--- src/rtl/enigma_stream_ctrl.sv ---
// Byte-stream controller for an Enigma cipher core: input FIFO, sequencing FSM with
// per-character timeout, letter/bypass routing and a first-word-fall-through output FIFO.
module enigma_stream_ctrl #(
  parameter int unsigned DEPTH   = 16,
  parameter int unsigned TIMEOUT = 255
) (
  input  logic       clk,
  input  logic       reset_n,
  input  logic       wr_en,
  input  logic [7:0] wr_data,
  output logic       full,
  input  logic       start,
  input  logic       dec_in,
  input  logic       rd_en,
  output logic [7:0] rd_data,
  output logic       empty,
  output logic       busy,
  output logic       error,
  output logic       core_valid,
  output logic [7:0] core_din,
  output logic       core_dec,
  input  logic [7:0] core_dout,
  input  logic       core_done
);

  localparam int unsigned AW = $clog2(DEPTH);
  localparam int unsigned CW = $clog2(TIMEOUT + 1);

  localparam logic [2:0] StIdle = 3'd0;
  localparam logic [2:0] StLoad = 3'd1;
  localparam logic [2:0] StSend = 3'd2;
  localparam logic [2:0] StWait = 3'd3;
  localparam logic [2:0] StPush = 3'd4;

  logic [7:0]  in_mem  [DEPTH];
  logic [7:0]  out_mem [DEPTH];

  logic [AW:0] in_wptr_q, in_wptr_d, in_rptr_q, in_rptr_d;
  logic [AW:0] out_wptr_q, out_wptr_d, out_rptr_q, out_rptr_d;
  logic [2:0]  state_q, state_d;
  logic [7:0]  char_q, char_d;
  logic [7:0]  res_q, res_d;
  logic [CW-1:0] cnt_q, cnt_d;
  logic        dec_q, dec_d;
  logic        err_q, err_d;

  logic        in_full, in_empty, in_push, in_pop;
  logic        out_full, out_empty, out_push, out_pop;
  logic [7:0]  in_head;
  logic        is_letter;

  // Extra pointer MSB distinguishes full from empty when the index bits match.
  assign in_empty  = (in_wptr_q == in_rptr_q);
  assign in_full   = (in_wptr_q[AW] != in_rptr_q[AW]) &&
                     (in_wptr_q[AW-1:0] == in_rptr_q[AW-1:0]);
  assign out_empty = (out_wptr_q == out_rptr_q);
  assign out_full  = (out_wptr_q[AW] != out_rptr_q[AW]) &&
                     (out_wptr_q[AW-1:0] == out_rptr_q[AW-1:0]);

  assign in_head   = in_mem[in_rptr_q[AW-1:0]];
  assign is_letter = (in_head >= 8'h41) && (in_head <= 8'h5A);

  assign in_push  = wr_en & ~in_full;
  assign in_pop   = (state_q == StLoad) & ~in_empty;
  assign out_pop  = rd_en & ~out_empty;
  // A host pop in the same cycle frees the slot the stalled result needs.
  assign out_push = (state_q == StPush) & (~out_full | out_pop);

  always_comb begin
    in_wptr_d  = in_wptr_q;
    in_rptr_d  = in_rptr_q;
    out_wptr_d = out_wptr_q;
    out_rptr_d = out_rptr_q;
    if (in_push)  in_wptr_d  = in_wptr_q + (AW+1)'(1);
    if (in_pop)   in_rptr_d  = in_rptr_q + (AW+1)'(1);
    if (out_push) out_wptr_d = out_wptr_q + (AW+1)'(1);
    if (out_pop)  out_rptr_d = out_rptr_q + (AW+1)'(1);
  end

  always_comb begin
    state_d = state_q;
    char_d  = char_q;
    res_d   = res_q;
    cnt_d   = cnt_q;
    dec_d   = dec_q;
    err_d   = err_q;
    case (state_q)
      StIdle: begin
        if (start) begin
          dec_d   = dec_in;
          err_d   = 1'b0;
          state_d = StLoad;
        end
      end
      StLoad: begin
        if (in_empty) begin
          state_d = StIdle;
        end else begin
          char_d = in_head;
          if (is_letter) begin
            state_d = StSend;
          end else begin
            res_d   = in_head;
            state_d = StPush;
          end
        end
      end
      StSend: begin
        cnt_d   = '0;
        state_d = StWait;
      end
      StWait: begin
        if (core_done) begin
          res_d   = core_dout;
          state_d = StPush;
        end else if (cnt_q == CW'(TIMEOUT - 1)) begin
          err_d   = 1'b1;
          res_d   = 8'h3F;
          state_d = StPush;
        end else begin
          cnt_d = cnt_q + CW'(1);
        end
      end
      StPush: begin
        if (out_push) state_d = StLoad;
      end
      default: state_d = StIdle;
    endcase
  end

  always_ff @(posedge clk or negedge reset_n) begin
    if (!reset_n) begin
      in_wptr_q  <= '0;
      in_rptr_q  <= '0;
      out_wptr_q <= '0;
      out_rptr_q <= '0;
      state_q    <= StIdle;
      char_q     <= '0;
      res_q      <= '0;
      cnt_q      <= '0;
      dec_q      <= 1'b0;
      err_q      <= 1'b0;
    end else begin
      in_wptr_q  <= in_wptr_d;
      in_rptr_q  <= in_rptr_d;
      out_wptr_q <= out_wptr_d;
      out_rptr_q <= out_rptr_d;
      state_q    <= state_d;
      char_q     <= char_d;
      res_q      <= res_d;
      cnt_q      <= cnt_d;
      dec_q      <= dec_d;
      err_q      <= err_d;
    end
  end

  // Storage arrays need no reset; the pointers define what is valid.
  always_ff @(posedge clk) begin
    if (in_push)  in_mem[in_wptr_q[AW-1:0]]   <= wr_data;
    if (out_push) out_mem[out_wptr_q[AW-1:0]] <= res_q;
  end

  assign full       = in_full;
  assign empty      = out_empty;
  assign rd_data    = out_empty ? 8'h00 : out_mem[out_rptr_q[AW-1:0]];
  assign busy       = (state_q != StIdle);
  assign error      = err_q;
  assign core_valid = (state_q == StSend);
  assign core_din   = char_q;
  assign core_dec   = dec_q;

endmodule

--- config.mk ---
export PLATFORM = sky130hd
export DESIGN_NAME = enigma_stream_ctrl
export DESIGN_NICKNAME = d
export VERILOG_FILES = /design/src/rtl/enigma_stream_ctrl.sv
export SDC_FILE = /design/constraint.sdc
export NUM_CORES = 1
export LEC_CHECK = 0
export BUFFER_PORTS_ARGS = -buffer_cell sky130_fd_sc_hd__buf_2
export CAP_MARGIN = 20
export CORE_MARGIN = 5
export CORE_UTILIZATION = 49
export CTS_CLUSTER_SIZE = 8
export DETAILED_ROUTE_END_ITERATION = 8
export GPL_ROUTABILITY_DRIVEN = 0
export HOLD_SLACK_MARGIN = 0.15
export PLACE_DENSITY = 0.64
export REMOVE_ABC_BUFFERS = 1
export SYNTH_ARGS = -nofsm -noshare
export SYNTH_HDL_FRONTEND = slang
export SYNTH_SLANG_ARGS = --single-unit
--- constraint.sdc ---
create_clock -name clk -period 3.25 [get_ports clk]
set_input_delay 0.4875 -clock clk [delete_from_list [all_inputs] [get_ports clk]]
set_output_delay 0.4875 -clock clk [all_outputs]
set_load 0.005 [all_outputs]
### After elaboration in Yosys (flattened, before gate mapping)

Memories as Yosys holds them, arrays and structs flattened.
Cells that the tools add are included.

* mux-type cells: 24
* equality and inequality tests: 19
* reduce and logical (&&, ||, !) cells: 14
* magnitude comparators: 2
* bitwise operators: 9
* $add $sub $neg: 5

Operators with widths (number)
* $mux W8: 7
* $pmux W8 S2: 2
* $add A5 B1 Y5 const B: 4
* $mux W3: 6
* $pmux W3 S5: 1
* $ne A2 B2 Y1 const B: 7
* $eq A5 B5 Y1: 2
* $add A8 B1 Y8 const B: 1
* $eq A4 B4 Y1: 2
* $eq A8 B8 Y1 const B: 1
* $ge A8 B7 Y1 const B: 1
* $le A8 B7 Y1 const B: 1
* $reduce_and A4 Y1: 2
* $mux W1: 7
* $eq A3 B2 Y1 const B: 2
* $reduce_and A3 Y1: 2
* $reduce_bool A2 Y1: 3
* $and A1 B1 Y1: 4
* $not A1 Y1: 4
* $reduce_and A2 Y1: 2
* $eq A3 B1 Y1 const B: 1
* $eq A3 B3 Y1 const B: 1
* $logic_and A1 B1 Y1: 3
* $logic_not A3 Y1: 1
* other kinds (5): 6

* input port bits: 23
* word-level logic and storage cells: 85
* memories: 2
* register bits: 49
* memory bits (writable): 256
* output and inout bits: 22

Memories
* in_mem: depth 16, width 8, rd ports 1, clocked after Yosys merged registers in 0, write ports 1, line 35 `logic [7:0] in_mem [DEPTH];`
* out_mem: depth 16, width 8, rd ports 1, clocked after Yosys merged registers in 0, write ports 1, line 36 `logic [7:0] out_mem [DEPTH];`

### Logic depth before layout (Yosys ltp)

Gate-level depths: netlist of the first run.

* word-level depth: 7
* mapped depth: 11

### Worst setup path after synthesis of the first run

OpenSTA, ideal clock, no wires.

* path kind: flip-flop to output port
* from: reg out_rptr_q[0]
* to: out rd_data[0]
* data required time: 2.762 ns
* cell stages (with the launch flop): 6
* arrival: 2.384 ns
* path slack: 0.379 ns
* path buffers: 2
* cell sequence: dfrtp_1 > clkbuf_1 > clkbuf_1 > mux4_2 > mux4_2 > nor2b_1

* longest elaborated chain between the ends: 2
* elaborated cells on any way between the ends: 3
* those cells by class: eq/ne (1); mux (1); memory (1)

RTL lines
* start: declaration: line 39 `logic [AW:0] out_wptr_q, out_wptr_d, out_rptr_q, out_rptr_d;`
* start signal: assignment: line 147 `out_rptr_q <= out_rptr_d;`
* $mem_v2 Z16 W8 or $eq A5 B5 Y1 (tied branches)
* $mux W8 (*): line 165 `assign rd_data = out_empty ? 8'h00 : out_mem[out_rptr_q[AW-1:0]];`
* end: declaration: line 15 `output logic [7:0] rd_data,`

Every way passes the cells marked *; elsewhere a longest branch is shown, timed or not.

### Final worst setup path of the first run

* from: reg out_rptr_q[0]
* to: out rd_data[1]

Same word-level chain as after synthesis.

==> run metrics, run 1 <==
CTS tree=yes; Pre-Repair DR Iteration Count=4; Hold Crit Depth=2; # fillers=1989; IO Port Bufs=44; Worst Max-Slew Pin Slew=between 900 and 1000 ps; Clock Latency Late Sink=approximately 530 ps; die width=171.3 um; Max Fclk=roughly 0.33 GHz; NumNets Final=around 840; met3 wire length=just under 900 um; post-synthesis async set-or-reset flop share=approximately 16%; mapped cell area=12760 um^2; Seq pwr share=approximately two fifths; share of layout cells above drive strength 1=about a quarter; clock network power share=between 20% and 30%; antenna violations before repair=0; clock tree buffer depth=3; H-Tree Depth=2; R2R setup slack=~430 ps; number of enable flip-flop cells after synthesis=about 260; most frequent cells in the layout=edfxtp_1 (256), mux4_2 (60), nor2_1 (51), dfrtp_1 (48), clkbuf_16 (45); total power per unit cell area=around 950 nW/um^2; total number of vias=around 6700; Die ar.=~30000 um^2; floorplan core area=25840 um^2; starting density of the core=roughly half; Worst VDD drop=between 0.5 and 0.6 mV; CP Data Required Time=approximately 2800 ps; Die H=roughly 170 um; Num CTS Buffers=44; CTS Sinks=305; hold path start=start; root buf cell=clkbuf_16; count of cell types in the netlist=57; post-route ant nets=0; total gr overflow=0; dpl hpwl=roughly 17000 um; endpoints failing hold=0; metal2 WL=~13000 um; crit path kind=register to output pin; reg2reg start=in_rptr_q[1]; combinational share of power=roughly 30%; fin crit share=a little over nine tenths; status=finished, final reports clean; Final Skew=between 20 and 25 ps; Top Layer Used=met4; DRC=0; synthesized instance count=between 700 and 800; Switch Pwr=4372 uW; worst flop-to-flop path endpoint=res_q[5]; final setup vio count=0; vias in the first global route=7164; FF+latch count, synth=305; post-CTS setup repair buffer count=0; num rows=59; Pint=9490 uW; largest net degree at the start of global routing=50; antenna fix cells=0; Period minus WS final=between 3000 and 4000 ps; wire per inst=approximately 22 um; Crit. End Element=output pin; Routed WL=~25000 um; Hold Path Sink=error; yosys warns=0; syn avg cell area=17.38 um^2; Arr. time, crit path=around 2600 ps; startpoint types=register; global-route wire length before repair=roughly 40000 um; HP Class=primary input to register; count of pins over their slew limit=0; Max Cap Viol=0; unrepaired setup endpoints after global routing=no; Ports=45; DR vias/cell=5.747; R2R depth=8; Initial DRC Count=approximately 430; Post-Place Cells=approximately 1100; Leak=0.005097 uW; most common cell after layout, fill and taps aside=edfxtp_1; critical path fanouts, max=35; final non-filler cell total=1160; GRT Overall Usage=between 10% and 20%; Sw Ratio=31.54%; Finished Cell Area=14630 um^2; M1 wire length=between 10000 and 15000 um; top_reg_cell synth=edfxtp_1; register clock-pin slew on the reported worst setup and hold paths=roughly 50 ps; Placed Area=~13000 um^2; Slew headroom=between 30% and 40%; crit path launch=out_rptr_q[0]; sequential share of the synthesized area=69.88%; Area Overhead vs Synth=14.65%
[cell type report]
class | count | area [um^2] | share of cell area [%]
flip-flops and latches | 305 | 8915 | 60.95
clock buffers | 59 | 1179 | 8.059
multi-input cells | 374 | 3542 | 24.22
well taps | 335 | 419.2 | 2.866
repair buffers | 67 | 457.9 | 3.131
inverters | 17 | 63.81 | 0.4363
clock inverters | 3 | 48.80 | 0.3336
[metal layers]
layer / up-vias / GRT usage, %
li1: 3023 / -
met1: 3436 / 23.42
met2: 161 / 31.07
met3: 46 / 2.712
met4: 0 / 5.133
met5: - / 0
[through the flow]
stage / worst slack (ps) / utilization, % / hold WS (ps) / total power (uW) / setup TNS (ps)
2_1_floorplan: -118.9 / - / 191.9 / 8416 / -2980
3_3_place_gp: 478.8 / 51.74 / 476.4 / 9770 / 0
3_5_place_dp: 415.1 / 51.74 / 478.2 / 9931 / 0
4_1_cts: 166.8 / 56.49 / 155.3 / 14030 / 0
5_1_grt: 95.48 / 56.61 / 171.0 / 14620 / 0
6_report: 195.3 / 56.61 / 167.8 / 13860 / 0
[cells by family (layout without fill, tap and decap cells)]
logic type	Yosys count	after routing	share of synthesized area [%]
xor gates and xnor gates	32	32	2.197
adders and majority gates	12	12	1.177
buffers and inverters	55	146	2.354
DFF	305	305	69.88
muxes	88	88	14.17
and+or+nand+nor	170	170	6.503
AOI/OAI and AO/OA	72	72	3.718
[cells in the mapped netlist, types with 3 or more instances]
cell type | n | area share [%]
edfxtp_1 | 256 | 60
mux4_2 | 60 | 11
nor2_1 | 51 | 1.5
dfrtp_1 | 49 | 9.6
nand2_1 | 39 | 1.1
xnor2_1 | 24 | 1.6
a21oi_1 | 20 | 0.78
clkbuf_1 | 19 | 0.56
inv_1 | 17 | 0.50
nor2b_1 | 16 | 0.78
nor3_1 | 16 | 0.63
o21ai_0 | 13 | 0.51
ha_1 | 12 | 1.2
nand4_1 | 12 | 0.59
mux4_1 | 10 | 2.1
buf_6 | 9 | 0.79
nand3_1 | 8 | 0.31
xor2_1 | 8 | 0.55
mux2_2 | 7 | 0.62
mux2i_1 | 7 | 0.55
nand2b_1 | 7 | 0.34
a311oi_1 | 6 | 0.41
o21ai_1 | 6 | 0.24
o22ai_1 | 6 | 0.29
buf_1 | 5 | 0.15
nor4_1 | 5 | 0.25
and3_1 | 4 | 0.20
mux2_1 | 4 | 0.35
a211oi_1 | 3 | 0.18
[how the worst max path moves through the flow]
stage                          to  slack, ps  cells after the start
finish                 rd_data[1]        200                      5
detailed placement       res_q[5]        420                      8
global placement         res_q[5]        480                      8
floorplan           out_mem[3][0]       -120                      6
global route           rd_data[7]        100                      5
CTS                    rd_data[7]        170                      5
[critical path: stages (launching register included)]
cell and delay [ps]:
dfrtp_2 390, buf_12 270, mux4_2 590, mux4_2 480, nor2b_1 140, buf_2 120
[power by group through the flow]
stage | sequential [uW] | combinational, uW | clock (uW)
6_report | 5600 | 4210 | 4050
5_1_grt | 5690 | 4610 | 4330
4_1_cts | 5610 | 4270 | 4150
3_5_place_dp | 5680 | 4250 | 0
3_3_place_gp | 5620 | 4150 | 0
2_1_floorplan | 5800 | 2620 | 0
[registers in the layout (all words and copies together), names as in the netlist]
register    count
in_mem        128
in_rptr_q       5
in_wptr_q       5
core_dec        1
core_din        8
out_mem       128
out_wptr_q      5
error           1
cnt_q           8
res_q           8
state_q         3
out_rptr_q      5
[repair_timing]
action                                 in CTS  in global routing
resized for setup                           0                  0
endpoints found under the hold margin       0                 25
hold buffers                                0                  1
(Power assumes the default switching activity.)
==> run 2: changes to the inputs <==
Settings changed: REMOVE_ABC_BUFFERS 1 to default.
==> run 2 against run 1 <==
Compared with the run above: clock power about the same; non-clock buffer count up 1; design area is 0.10% lower; maximum frequency is 0.36% lower; worst hold slack gained 15 ps; power grew 0.38%; global-route usage down 0.12 points; setup slack got worse by 11 ps; combinational power grew 2%; critical path type unchanged.
==> run metrics, run 2 (same netlist as run 1, synthesis figures left out) <==
Worst Max-Slew Pin Slew=around 1100 ps; total number of vias=6750; Routed WL=roughly 26000 um; dpl ws=roughly 450 ps; H-Tree Depth=2; DRC=0; unrepaired setup endpoints after global routing=no; Leak=slightly above 0.005 uW; DR vias/cell=5.814; PnR worst setup slack=184.3 ps; GRT Overall Usage=approximately 18%; num rows=59; Die H=~170 um; Ports=45; clock tree buffer depth=3; antenna fix cells=0; crit path kind=register to output pin; largest net degree at the start of global routing=38; IO Port Bufs=44; Num CTS Buffers=44; global-route wire length before repair=between 40000 and 50000 um; status=finished, final reports clean; Slew headroom=29.72%; share of layout cells above drive strength 1=23.49%; starting density of the core=between 40 and 50%; Initial DRC Count=around 570; root buf cell=clkbuf_16; CP Data Required Time=2760 ps; NumNets Final=about 850; critical path fanouts, max=26; wire per inst=~22 um; Max Cap Viol=0; die width=171.3 um; floorplan core area=between 20000 and 30000 um^2; most frequent cells in the layout=edfxtp_1 (256), mux4_2 (60), nor2_1 (51), dfrtp_1 (48), clkbuf_16 (45); Max Fclk=around 0.33 GHz; setup_tns=0 ps; Pre-Repair DR Iteration Count=7; Area Overhead vs Synth=14.54%; total power per unit cell area=952.4 nW/um^2; Final Skew=26.17 ps; Crit. End Element=output pin; Period minus WS final=slightly above 3000 ps; Clock Latency Late Sink=530 ps; CTS tree=yes; vias in the first global route=around 7100; dpl hpwl=16920 um; post-synth net total=between 700 and 800; Worst VDD drop=approximately 0.55 mV; HP Class=primary input to register; CTS Sinks=305; count of pins over their slew limit=0; Die ar.=between 20000 and 30000 um^2; total gr overflow=0; endpoints failing hold=0; register clock-pin slew on the reported worst setup and hold paths=about 50 ps; Arr. time, crit path=between 2000 and 3000 ps; post-CTS setup repair buffer count=0; antenna violations before repair=0; most common cell after layout, fill and taps aside=edfxtp_1; fin crit share=94.33%; final setup vio count=0; startpoint types=register; post-route ant nets=0
run 2: changes by cell type in the layout (fill, tap and decap cells not counted), sizes merged:
cell	change
buf	+1
clkbuf	-1
clkinvlp	+1
run 2: worst max-delay path, cell delays in order, from the launching register on:
cell	delay [ps]
dfrtp_2	390
buf_6	340
mux4_2	570
mux4_2	480
nor2b_1	150
buf_2	130
run 2: area by class of cell:
| class | instances | area (um^2) |
|---|---|---|
| clock inverter | 4 | 51.30 |
| sequential | 305 | 8915 |
| clock buffer | 58 | 1175 |
| multi-input combinational | 374 | 3542 |
| inverter | 17 | 63.81 |
| tap | 335 | 419.2 |
| fill | 1978 | 11230 |
| timing repair buffer | 68 | 444.2 |
run 2: through the flow:
step           cells  area, um^2  power (uW)  util [%]  hold WS (ps)
4_1_cts         1161       14610       14020     56.55         172.6
2_1_floorplan    734       12760        8662         -         191.9
3_5_place_dp    1098       13370        9934     51.75         475.9
3_3_place_gp    1098       13370        9801     51.75         464.4
6_report        1161       14610       13910     56.55         182.9
5_1_grt         1161       14610       14610     56.55         182.0
run 2: final timing paths:
path | start | to | slack [ps] | depth (start not counted)
hold reg to reg | core_din[0] | core_din[0] | 480 | 2
max in group asynchronous | reset_n | out_rptr_q[0] | 1920 | 3
setup reg to reg | in_rptr_q[1] | res_q[5] | 370 | 8
hold / removal | start | error | 180 | 2
setup / recovery | out_rptr_q[0] | rd_data[3] | 180 | 5
min in group asynchronous | reset_n | cnt_q[3] | 600 | 2
run 2: repair_timing:
action,4_1_cts,5_1_grt
endpoints found under the setup margin,1,0
resized for setup,1,0
hold buffers,1,0
endpoints found under the hold margin,36,0
run 2: per-layer routing:
metal / vias to the layer above / wire length, um / track usage, %
met1: 3431 / 10220 / 22.50
met3: 65 / 1320 / 3.516
met4: 0 / 488 / 4.444
met2: 234 / 13540 / 31.41
met5: - / 0 / 0
li1: 3020 / - / -
run 2: power breakdown:
group          leakage, uW  internal (uW)  total (uW)  switching [uW]
registers          0.00292           5020        5570             554
logic              0.00158           1960        4300            2340
clock network     0.000591           2500        4040            1540
total              0.00509           9480       13900            4430
==> run 3: changes to the inputs <==
Settings changed: PLACE_DENSITY 0.64 to 0.67.
Clock period 3.25 ns to 2.8 ns, I/O delays scaled along.
==> run 3 against run 2 <==
Compared with the run above: the run now ends with negative setup slack left; via count increased by 1.9%; worst hold slack improved by 78 ps; first-iteration DRC count decreased by 3.2%; global-route usage increased by 0.92 points; clock-buffer cell count increased by 9; core utilization increased by 1.2 points; die area unchanged; clock power increased by 16%; design area increased by 2.1%; sequential power increased by 17%; combinational power increased by 27%; critical path depth unchanged; critical path type unchanged; largest power group unchanged.
==> run metrics, run 3 (same netlist as run 1, synthesis figures left out) <==
status=finished, violations left; failing checks=negative setup slack; root buf cell=clkbuf_16; count of pins over their slew limit=0; fin crit share=104.8%; final setup vio count=8; GRT Overall Usage=between 10% and 20%; Routed WL=between 20000 and 30000 um; largest net degree at the start of global routing=36; total power per unit cell area=approximately 1100 nW/um^2; # fillers=~1900; hold path start=rd_en; Slew headroom=around a third; area of the multi-input gates=around 3600 um^2; CP dominant cell by count=mux4_2; DR vias/cell=just under 6; post-route ant nets=0; Initial DRC Count=547; startpoint types=register; critical path fanouts, max=6; total number of vias=6875; Pint=11370 uW; worst flop-to-flop path endpoint=out_mem[11][2]; post-synth net total=just under 800; Max Fclk=between 0.3 and 0.4 GHz; crit path cell chain=bufbuf_16 > mux4_2 > mux4_2 > nor2b_1 > buf_2; Switch Pwr=roughly 5300 uW; H-Tree Depth=2; IO Port Bufs=44; critical path's top delay family=multiplexers; CTS Sinks=~310; unrepaired setup endpoints after global routing=yes; Hold Path Sink=out_rptr_q[0]; Hold Crit Depth=3; Crit-path slowest cell=mux4_2; Ports=45; num rows=59; total gr overflow=0; Crit. End Element=output pin; Num CTS Buffers=44; Die ar.=a little under 30000 um^2; combinational share of power=32.7%; fin util=between 50% and 60%; starting density of the core=roughly half; Worst VDD drop=0.6493 mV; most common cell after layout, fill and taps aside=edfxtp_1; dpl ws=137.2 ps; HP Class=primary input to register; NumNets Final=around 870; register clock-pin slew on the reported worst setup and hold paths=~50 ps; crit path kind=register to output pin; FF/Latch Area=8915 um^2; clock tree buffer depth=3; DRC=0; CTS tree=yes; Seq pwr share=between 30 and 40%; Worst path max stage delay=between 500 and 600 ps; Pre-Repair DR Iteration Count=5; die width=between 150 and 200 um; vias in the first global route=~7100; dpl hpwl=~18000 um; reg2reg start=out_rptr_q[0]; most frequent cells in the layout=edfxtp_1 (256), mux4_2 (60), dfrtp_1 (48), clkbuf_16 (45), buf_2 (44); Die H=~170 um; setup_tns=-899.9 ps; endpoints failing hold=0; wire per inst=~23 um; Area Overhead vs Synth=16.89%; Max Cap Viol=0; Sw Ratio=31.60%; Period minus WS final=2933 ps; antenna violations before repair=1; CP Data Required Time=2380 ps; PnR worst setup slack=-133.2 ps; R2R depth=8; Clock Latency Late Sink=~520 ps; Worst Max-Slew Pin Slew=between 900 and 1000 ps; Arr. time, crit path=between 2000 and 3000 ps; antenna fix cells=0; global-route wire length before repair=approximately 41000 um; Final Skew=about 16 ps; share of layout cells above drive strength 1=between 20% and 30%; floorplan core area=roughly 26000 um^2; clock network power share=between 20 and 30%; R2R setup slack=100 ps; Leak=approximately 0.0052 uW; Critical path buffers and inverters=2
run 3: cell types whose count changed in the layout (fill, tap and decap cells not counted), moves of 2 or more:
cell	before	now
buf_16	0	2
buf_4	19	35
buf_6	1	3
clkbuf_1	13	22
dlygate4sd3_1	1	3
inv_16	2	0
inv_6	0	2
nor2_1	51	43
nor2_2	2	10
run 3: worst reg2reg max path: cells and delay by family (launching register included):
| kind | cells | cell delay, ps |
|---|---|---|
| xor gates and xnor gates | 1 | 110 |
| buffers and inverters | 2 | 270 |
| DFF | 1 | 450 |
| and+or+nand+nor | 5 | 1490 |
run 3: final cells by class:
cell class              instances  area share, %
well taps                     335          2.811
repair buffers                 92          4.791
inverters                      17         0.4280
multi-input cells             374          23.90
clock buffers                  67          8.106
clock inverters                 3         0.1762
flip-flops and latches        305          59.79
run 3: how the worst max path moves through the flow:
stage          cells after the start          start    endpoint  slack [ps]
2_1_floorplan                      5  out_rptr_q[0]  rd_data[0]          30
3_3_place_gp                       8   in_rptr_q[1]    res_q[5]         180
3_5_place_dp                       8   in_rptr_q[1]    res_q[5]         140
4_1_cts                            5  out_rptr_q[0]  rd_data[5]        -150
5_1_grt                            6  out_rptr_q[0]  rd_data[7]        -200
6_report                           5  out_rptr_q[0]  rd_data[2]        -130
run 3: power groups by stage:
stage / registers (uW) / clock network (uW) / logic, uW
after floorplan: 6240 / 0 / 3820
after global placement: 6500 / 0 / 5060
after detailed placement: 6570 / 0 / 5190
after CTS: 6490 / 4800 / 5480
after global routing: 6570 / 5000 / 5860
final: 6490 / 4700 / 5440
run 3: metrics by stage:
stage	area [um^2]	hold slack [ps]	std cells	power, uW
after floorplan	12760	124.4	734	10060
after global placement	13500	442.3	1113	11560
after detailed placement	13500	461.1	1113	11760
after CTS	14900	242.0	1193	16770
after global routing	14910	253.1	1193	17420
final	14910	260.4	1193	16630
run 3: per-layer routing:
| layer | global-route usage, % | vias to the layer above | part of all wire, % |
|---|---|---|---|
| met5 | 0 | - | 0 |
| met4 | 5.408 | 0 | 2.0 |
| met3 | 2.896 | 44 | 4.5 |
| met2 | 32.97 | 211 | 52 |
| met1 | 23.95 | 3531 | 41 |
| li1 | - | 3089 | - |
run 3: timing repair:
action                     CTS  global route
gates cloned                 3             0
hold endpoints to repair    26             0
hold buffers                 3             0
buffers inserted             4             1
setup endpoints to repair    8            22
resized for setup            8             9
